<file path="src/rtl/div_share_arbiter.sv">
// Round-robin front end that time-shares one divider among NUM_REQ requesters,
// with divide-by-zero bypass and a watchdog on the divider's done signal.
module div_share_arbiter #(
  parameter int WIDTH   = 8,
  parameter int NUM_REQ = 4,
  parameter int ID_W    = 2,
  parameter int TIMEOUT = 64
) (
  input  logic                     clk,
  input  logic                     rst,
  input  logic [NUM_REQ-1:0]       req_valid,
  output logic [NUM_REQ-1:0]       req_ready,
  input  logic [NUM_REQ*WIDTH-1:0] req_dividend,
  input  logic [NUM_REQ*WIDTH-1:0] req_divisor,
  output logic                     div_start,
  output logic [WIDTH-1:0]         div_dividend,
  output logic [WIDTH-1:0]         div_divisor,
  input  logic                     div_done,
  input  logic [WIDTH-1:0]         div_quotient,
  input  logic [WIDTH-1:0]         div_remainder,
  output logic                     rsp_valid,
  input  logic                     rsp_ready,
  output logic [ID_W-1:0]          rsp_id,
  output logic [WIDTH-1:0]         rsp_quotient,
  output logic [WIDTH-1:0]         rsp_remainder,
  output logic [1:0]               rsp_status,
  output logic                     busy
);

  localparam int PTR_W = $clog2(NUM_REQ);
  localparam int WD_W  = $clog2(TIMEOUT);

  typedef enum logic [1:0] {S_IDLE, S_ISSUE, S_WAIT, S_RESP} state_t;

  state_t             state_reg;
  logic [PTR_W-1:0]   ptr_reg;
  logic [WD_W-1:0]    wd_reg;
  logic               div_start_reg;
  logic [WIDTH-1:0]   div_dividend_reg;
  logic [WIDTH-1:0]   div_divisor_reg;
  logic               rsp_valid_reg;
  logic [ID_W-1:0]    rsp_id_reg;
  logic [WIDTH-1:0]   rsp_quotient_reg;
  logic [WIDTH-1:0]   rsp_remainder_reg;
  logic [1:0]         rsp_status_reg;
  logic               busy_reg;

  logic [PTR_W-1:0]   cand_idx [NUM_REQ];
  logic [NUM_REQ-1:0] cand_hit;
  logic [PTR_W-1:0]   gnt_idx;
  logic               gnt_found;
  logic [WIDTH-1:0]   gnt_dividend;
  logic [WIDTH-1:0]   gnt_divisor;

  // Offset gi from ptr maps to requester (ptr+gi) mod NUM_REQ.
  genvar gi;
  generate
    for (gi = 0; gi < NUM_REQ; gi++) begin : g_rot
      logic [PTR_W:0] sum;
      assign sum = {1'b0, ptr_reg} + (PTR_W+1)'(gi);
      assign cand_idx[gi] = (sum >= (PTR_W+1)'(NUM_REQ)) ?
                            PTR_W'(sum - (PTR_W+1)'(NUM_REQ)) : sum[PTR_W-1:0];
      assign cand_hit[gi] = req_valid[cand_idx[gi]];
    end
  endgenerate

  // Scan from the farthest offset down so the nearest hit wins.
  always_comb begin
    gnt_idx   = '0;
    gnt_found = 1'b0;
    for (int k = NUM_REQ - 1; k >= 0; k--) begin
      if (cand_hit[k]) begin
        gnt_idx   = cand_idx[k];
        gnt_found = 1'b1;
      end
    end
  end

  assign gnt_dividend = req_dividend[gnt_idx*WIDTH +: WIDTH];
  assign gnt_divisor  = req_divisor[gnt_idx*WIDTH +: WIDTH];

  always_comb begin
    req_ready = '0;
    if (state_reg == S_IDLE && !rst && gnt_found)
      req_ready[gnt_idx] = 1'b1;
  end

  always_ff @(posedge clk) begin
    if (rst) begin
      state_reg         <= S_IDLE;
      ptr_reg           <= '0;
      wd_reg            <= '0;
      div_start_reg     <= 1'b0;
      div_dividend_reg  <= '0;
      div_divisor_reg   <= '0;
      rsp_valid_reg     <= 1'b0;
      rsp_id_reg        <= '0;
      rsp_quotient_reg  <= '0;
      rsp_remainder_reg <= '0;
      rsp_status_reg    <= 2'b00;
      busy_reg          <= 1'b0;
    end else begin
      div_start_reg <= 1'b0;
      case (state_reg)
        S_IDLE: begin
          if (gnt_found) begin
            div_dividend_reg <= gnt_dividend;
            div_divisor_reg  <= gnt_divisor;
            rsp_id_reg       <= ID_W'(gnt_idx);
            ptr_reg          <= (int'(gnt_idx) == NUM_REQ - 1) ? '0 : gnt_idx + 1'b1;
            busy_reg         <= 1'b1;
            if (gnt_divisor == '0) begin
              // Zero divisor never reaches the divider.
              rsp_quotient_reg  <= '1;
              rsp_remainder_reg <= gnt_dividend;
              rsp_status_reg    <= 2'b01;
              rsp_valid_reg     <= 1'b1;
              state_reg         <= S_RESP;
            end else begin
              div_start_reg <= 1'b1;
              state_reg     <= S_ISSUE;
            end
          end
        end
        S_ISSUE: begin
          wd_reg    <= '0;
          state_reg <= S_WAIT;
        end
        S_WAIT: begin
          if (div_done) begin
            rsp_quotient_reg  <= div_quotient;
            rsp_remainder_reg <= div_remainder;
            rsp_status_reg    <= 2'b00;
            rsp_valid_reg     <= 1'b1;
            state_reg         <= S_RESP;
          end else if (wd_reg == WD_W'(TIMEOUT - 1)) begin
            rsp_quotient_reg  <= '0;
            rsp_remainder_reg <= '0;
            rsp_status_reg    <= 2'b10;
            rsp_valid_reg     <= 1'b1;
            state_reg         <= S_RESP;
          end else begin
            wd_reg <= wd_reg + 1'b1;
          end
        end
        S_RESP: begin
          if (rsp_ready) begin
            rsp_valid_reg <= 1'b0;
            busy_reg      <= 1'b0;
            state_reg     <= S_IDLE;
          end
        end
        default: state_reg <= S_IDLE;
      endcase
    end
  end

  assign div_start     = div_start_reg;
  assign div_dividend  = div_dividend_reg;
  assign div_divisor   = div_divisor_reg;
  assign rsp_valid     = rsp_valid_reg;
  assign rsp_id        = rsp_id_reg;
  assign rsp_quotient  = rsp_quotient_reg;
  assign rsp_remainder = rsp_remainder_reg;
  assign rsp_status    = rsp_status_reg;
  assign busy          = busy_reg;

endmodule

</file>
<file path="config.mk">
export PLATFORM = sky130hd
export DESIGN_NAME = div_share_arbiter
export DESIGN_NICKNAME = d
export VERILOG_FILES = /design/src/rtl/div_share_arbiter.sv
export SDC_FILE = /design/constraint.sdc
export NUM_CORES = 1
export LEC_CHECK = 0
export CORE_MARGIN = 5
export CORE_UTILIZATION = 24
export DETAILED_ROUTE_END_ITERATION = 7
export DONT_BUFFER_PORTS = 1
export HOLD_SLACK_MARGIN = 0.1
export PLACE_DENSITY = 0.46
export SLEW_MARGIN = 25
export SYNTH_ARGS = -nofsm -noshare
export SYNTH_HDL_FRONTEND = slang
export SYNTH_SLANG_ARGS = --single-unit
</file>
<file path="constraint.sdc">
create_clock -name clk -period 3.3 [get_ports clk]
set_clock_uncertainty 0.2 [all_clocks]
set_input_delay 0.495 -clock clk [delete_from_list [all_inputs] [get_ports clk]]
set_output_delay 0.495 -clock clk [all_outputs]
set_load 0.05 [all_outputs]
</file>
==> metrics.yaml <==
clk_latency_ns: 0.29
vias: 2675
drive_above_1_share_pct: 12.57
netlist_area_um2: 3063
ys.warnings.count: 0
worst-r2r-cell-count: 8
clk_path_buf_depth: 2
grt_pass1_wl_um: 14260
cp_max_fo: 17
yosysUniqueCellTypes: 43
hold_path_depth: 1
irDropWorstVdd_mv: 0.2420
die_x_um: 123.0
holdWs_ns: 0.1391
worstMarginPinSlew_ns: 0.7712
ys_seq_elements: 49
cts_tree: "built"
wl_per_cell_um: 16.60
setup_viol: 0
fmax_mhz: 329.7
synthArstFlopShare_pct: 0
r2r_setup_slack_ns: 0.27
die_area_um2: 15120
finalSetupTns_ns: 0
leakagePower_nw: 1.285
grt_pass1_vias: 2734
crit_family: "compound AO/OA/AOI/OAI gates"
gp_congestion: 0.7225
drtAntennaViolNets: 0
cp.required_ns: 3.31
maxCapViolations: 0
drc: 0
cts.clk_slew.worst_paths_ns: 0.07
slew_viol_final: 0
cts_num_sinks: 49
syn_nets: 479
synth-seq-area-share_pct: 32.03
use_met2_pct: 20.29
numCtsBuffers: 5
antenna_found_initial: 0
fin_crit_ns: 3.033
max_stage_delay_ns: 0.63
area_growth_syn_to_layout_pct: 11.32
startpoint: "ptr_reg[1]$_SDFFE_PP0P_"
synth_edf_count: 0
syn_avg_cell_area_um2: 8.018
multiInputGateArea_um2: 1949
worstReg2RegEnd: "rsp_remainder[5]$_SDFFE_PP0P_"
ys.flop_type: "dfxtp_1"
initial_utilization_pct: 24.37
hpwl_um: 6813
wirelength_um: 9065
grtUsageMet3_pct: 5.398
htreeDepth: 2
power.density_nw_per_um2: 967.7
busiest_layer: "met2"
pin_count: 131
crit_arrival_ns: 3.04
crit_path_end_kind: "flip-flop"
rr_startpoint: "ptr_reg[1]$_SDFFE_PP0P_"
cp-start-kind: "flip-flop"
crit_type: "flip-flop to flip-flop"
hold_viol: 0
diodes: 0
timing.slew.headroom_pct: 48.24
postSynthCellCount: 382
final_common_cell: "dfxtp_1"
core_um2: 12570
grtUsageMet1_pct: 13.34
grt_max_degree: 36
port_buffers: 0
crit_buf_inv: 0
seq_area_um2: 980.9
period_share_pct: 91.91
holdCritPathClass: "input pin to flip-flop"
hold_end: "rsp_quotient[0]$_SDFFE_PP0P_"
cts_root_buffer: "clkbuf_16"
die_y_um: 123.0
viasPerCell: 4.899
grt_usage_pct: 11.77
final_nets: 471
fillers: 1383
grt_overflow: 0
placementRows: 41
status: "complete, no violations"
path_cells: "nand2_1, a221o_2, and3_1, a211oi_1, o22ai_1, or4_4, o22a_4, o211ai_2"
slowest_stage: "or4_4"
final_cell_mix: "dfxtp_1 (49), nor2_1 (48), nand2_1 (39), a21oi_1 (31)"
rsz0062_at_grt: "false"
drt_iter0_markers: 104
hold_start: "rst"
drt_pre_antenna_iters: 4
-- stage by stage --
stage          total power [W]  worst slack [ns]  cell area, um2  cells  utilization (%)
2_1_floorplan         0.002456            0.2290            3063    382                -
3_3_place_gp          0.002783           0.06104            3247    538            25.83
3_5_place_dp          0.002797           0.02114            3247    538            25.83
4_1_cts               0.003339           0.03018            3403    546            27.08
5_1_grt               0.003571           0.04113            3410    546            27.13
6_report              0.003299            0.2669            3410    546            27.13
-- Yosys cell counts (3+ instances only) --
cell type	instances	area share, %
nor3_1	10	1.6
ha_1	9	3.7
nand3_1	10	1.6
clkbuf_1	18	2.2
inv_1	6	0.74
dfxtp_1	49	32
o21a_1	3	0.74
nand2_1	39	4.8
xor2_1	3	0.86
o21ai_0	3	0.49
a21oi_1	31	5.1
a211oi_1	18	4.4
nand3b_1	8	2.0
o22ai_1	5	1.0
nand2b_1	4	0.82
mux2_2	9	3.3
buf_1	5	0.61
nor2b_1	6	1.2
mux2i_1	18	5.9
o211ai_2	8	3.3
nor2_1	48	5.9
o221ai_1	9	2.6
and2_1	6	1.2
nand4b_1	9	2.6
a22oi_1	10	2.5
and3_1	17	3.5
-- cell type report --
cell class	instances	area share, %
clock buffer	6	4.073
clock inverter	1	0.2202
inverter	8	0.8807
multi-input combinational	298	57.17
sequential	49	28.77
tap	172	6.312
timing repair buffer	12	2.569
-- worst register-to-register path, stage by stage (launching register included) --
cell	delay, ns
dfxtp_1	0.42
nand2_1	0.09
a221o_2	0.47
and3_1	0.21
a211oi_1	0.31
o22ai_1	0.13
or4_4	0.63
o22a_4	0.34
o211ai_2	0.17
-- routing by layer --
metal	wire, um	up-vias
met1	3683	1196
met5	0	-
li1	-	1373
met2	4113	97
met4	89	0
met3	1179	9
-- kinds of logic after synthesis --
family | Yosys count | synth area share, %
simple gates | 163 | 26.47
compound gates | 96 | 22.92
flops | 49 | 32.03
buf+inv | 35 | 4.861
mux | 27 | 9.191
fa+ha+maj | 9 | 3.677
xor+xnor | 3 | 0.8580
-- report_power, final --
group | leakage, nW | switching [W] | internal (W)
clock network | 0.0690 | 0.000221 | 0.000298
registers | 0.401 | 0.000677 | 0.000766
logic | 0.815 | 0.000819 | 0.000520
total | 1.28 | 0.00172 | 0.00158
-- how the worst max path moves through the flow --
stage	endpoint	slack [ns]	cells after the start
2_1_floorplan	req_ready[2]	0.23	8
3_3_place_gp	rsp_remainder[1]$_SDFFE_PP0P_	0.06	8
3_5_place_dp	rsp_quotient[7]$_SDFFE_PP0P_	0.02	9
4_1_cts	req_ready[2]	0.03	7
5_1_grt	rsp_quotient[7]$_SDFFE_PP0P_	0.04	9
6_report	rsp_remainder[5]$_SDFFE_PP0P_	0.27	8
-- what timing repair did --
| action | 4_1_cts | 5_1_grt |
|---|---|---|
| endpoints found under the hold margin | 25 | 0 |
| setup endpoints to repair | 0 | 22 |
| resized for setup | 0 | 5 |
| hold buffers | 1 | 0 |
| buffers inserted | 0 | 0 |
No activity file was read; power rests on OpenSTA's default activity.
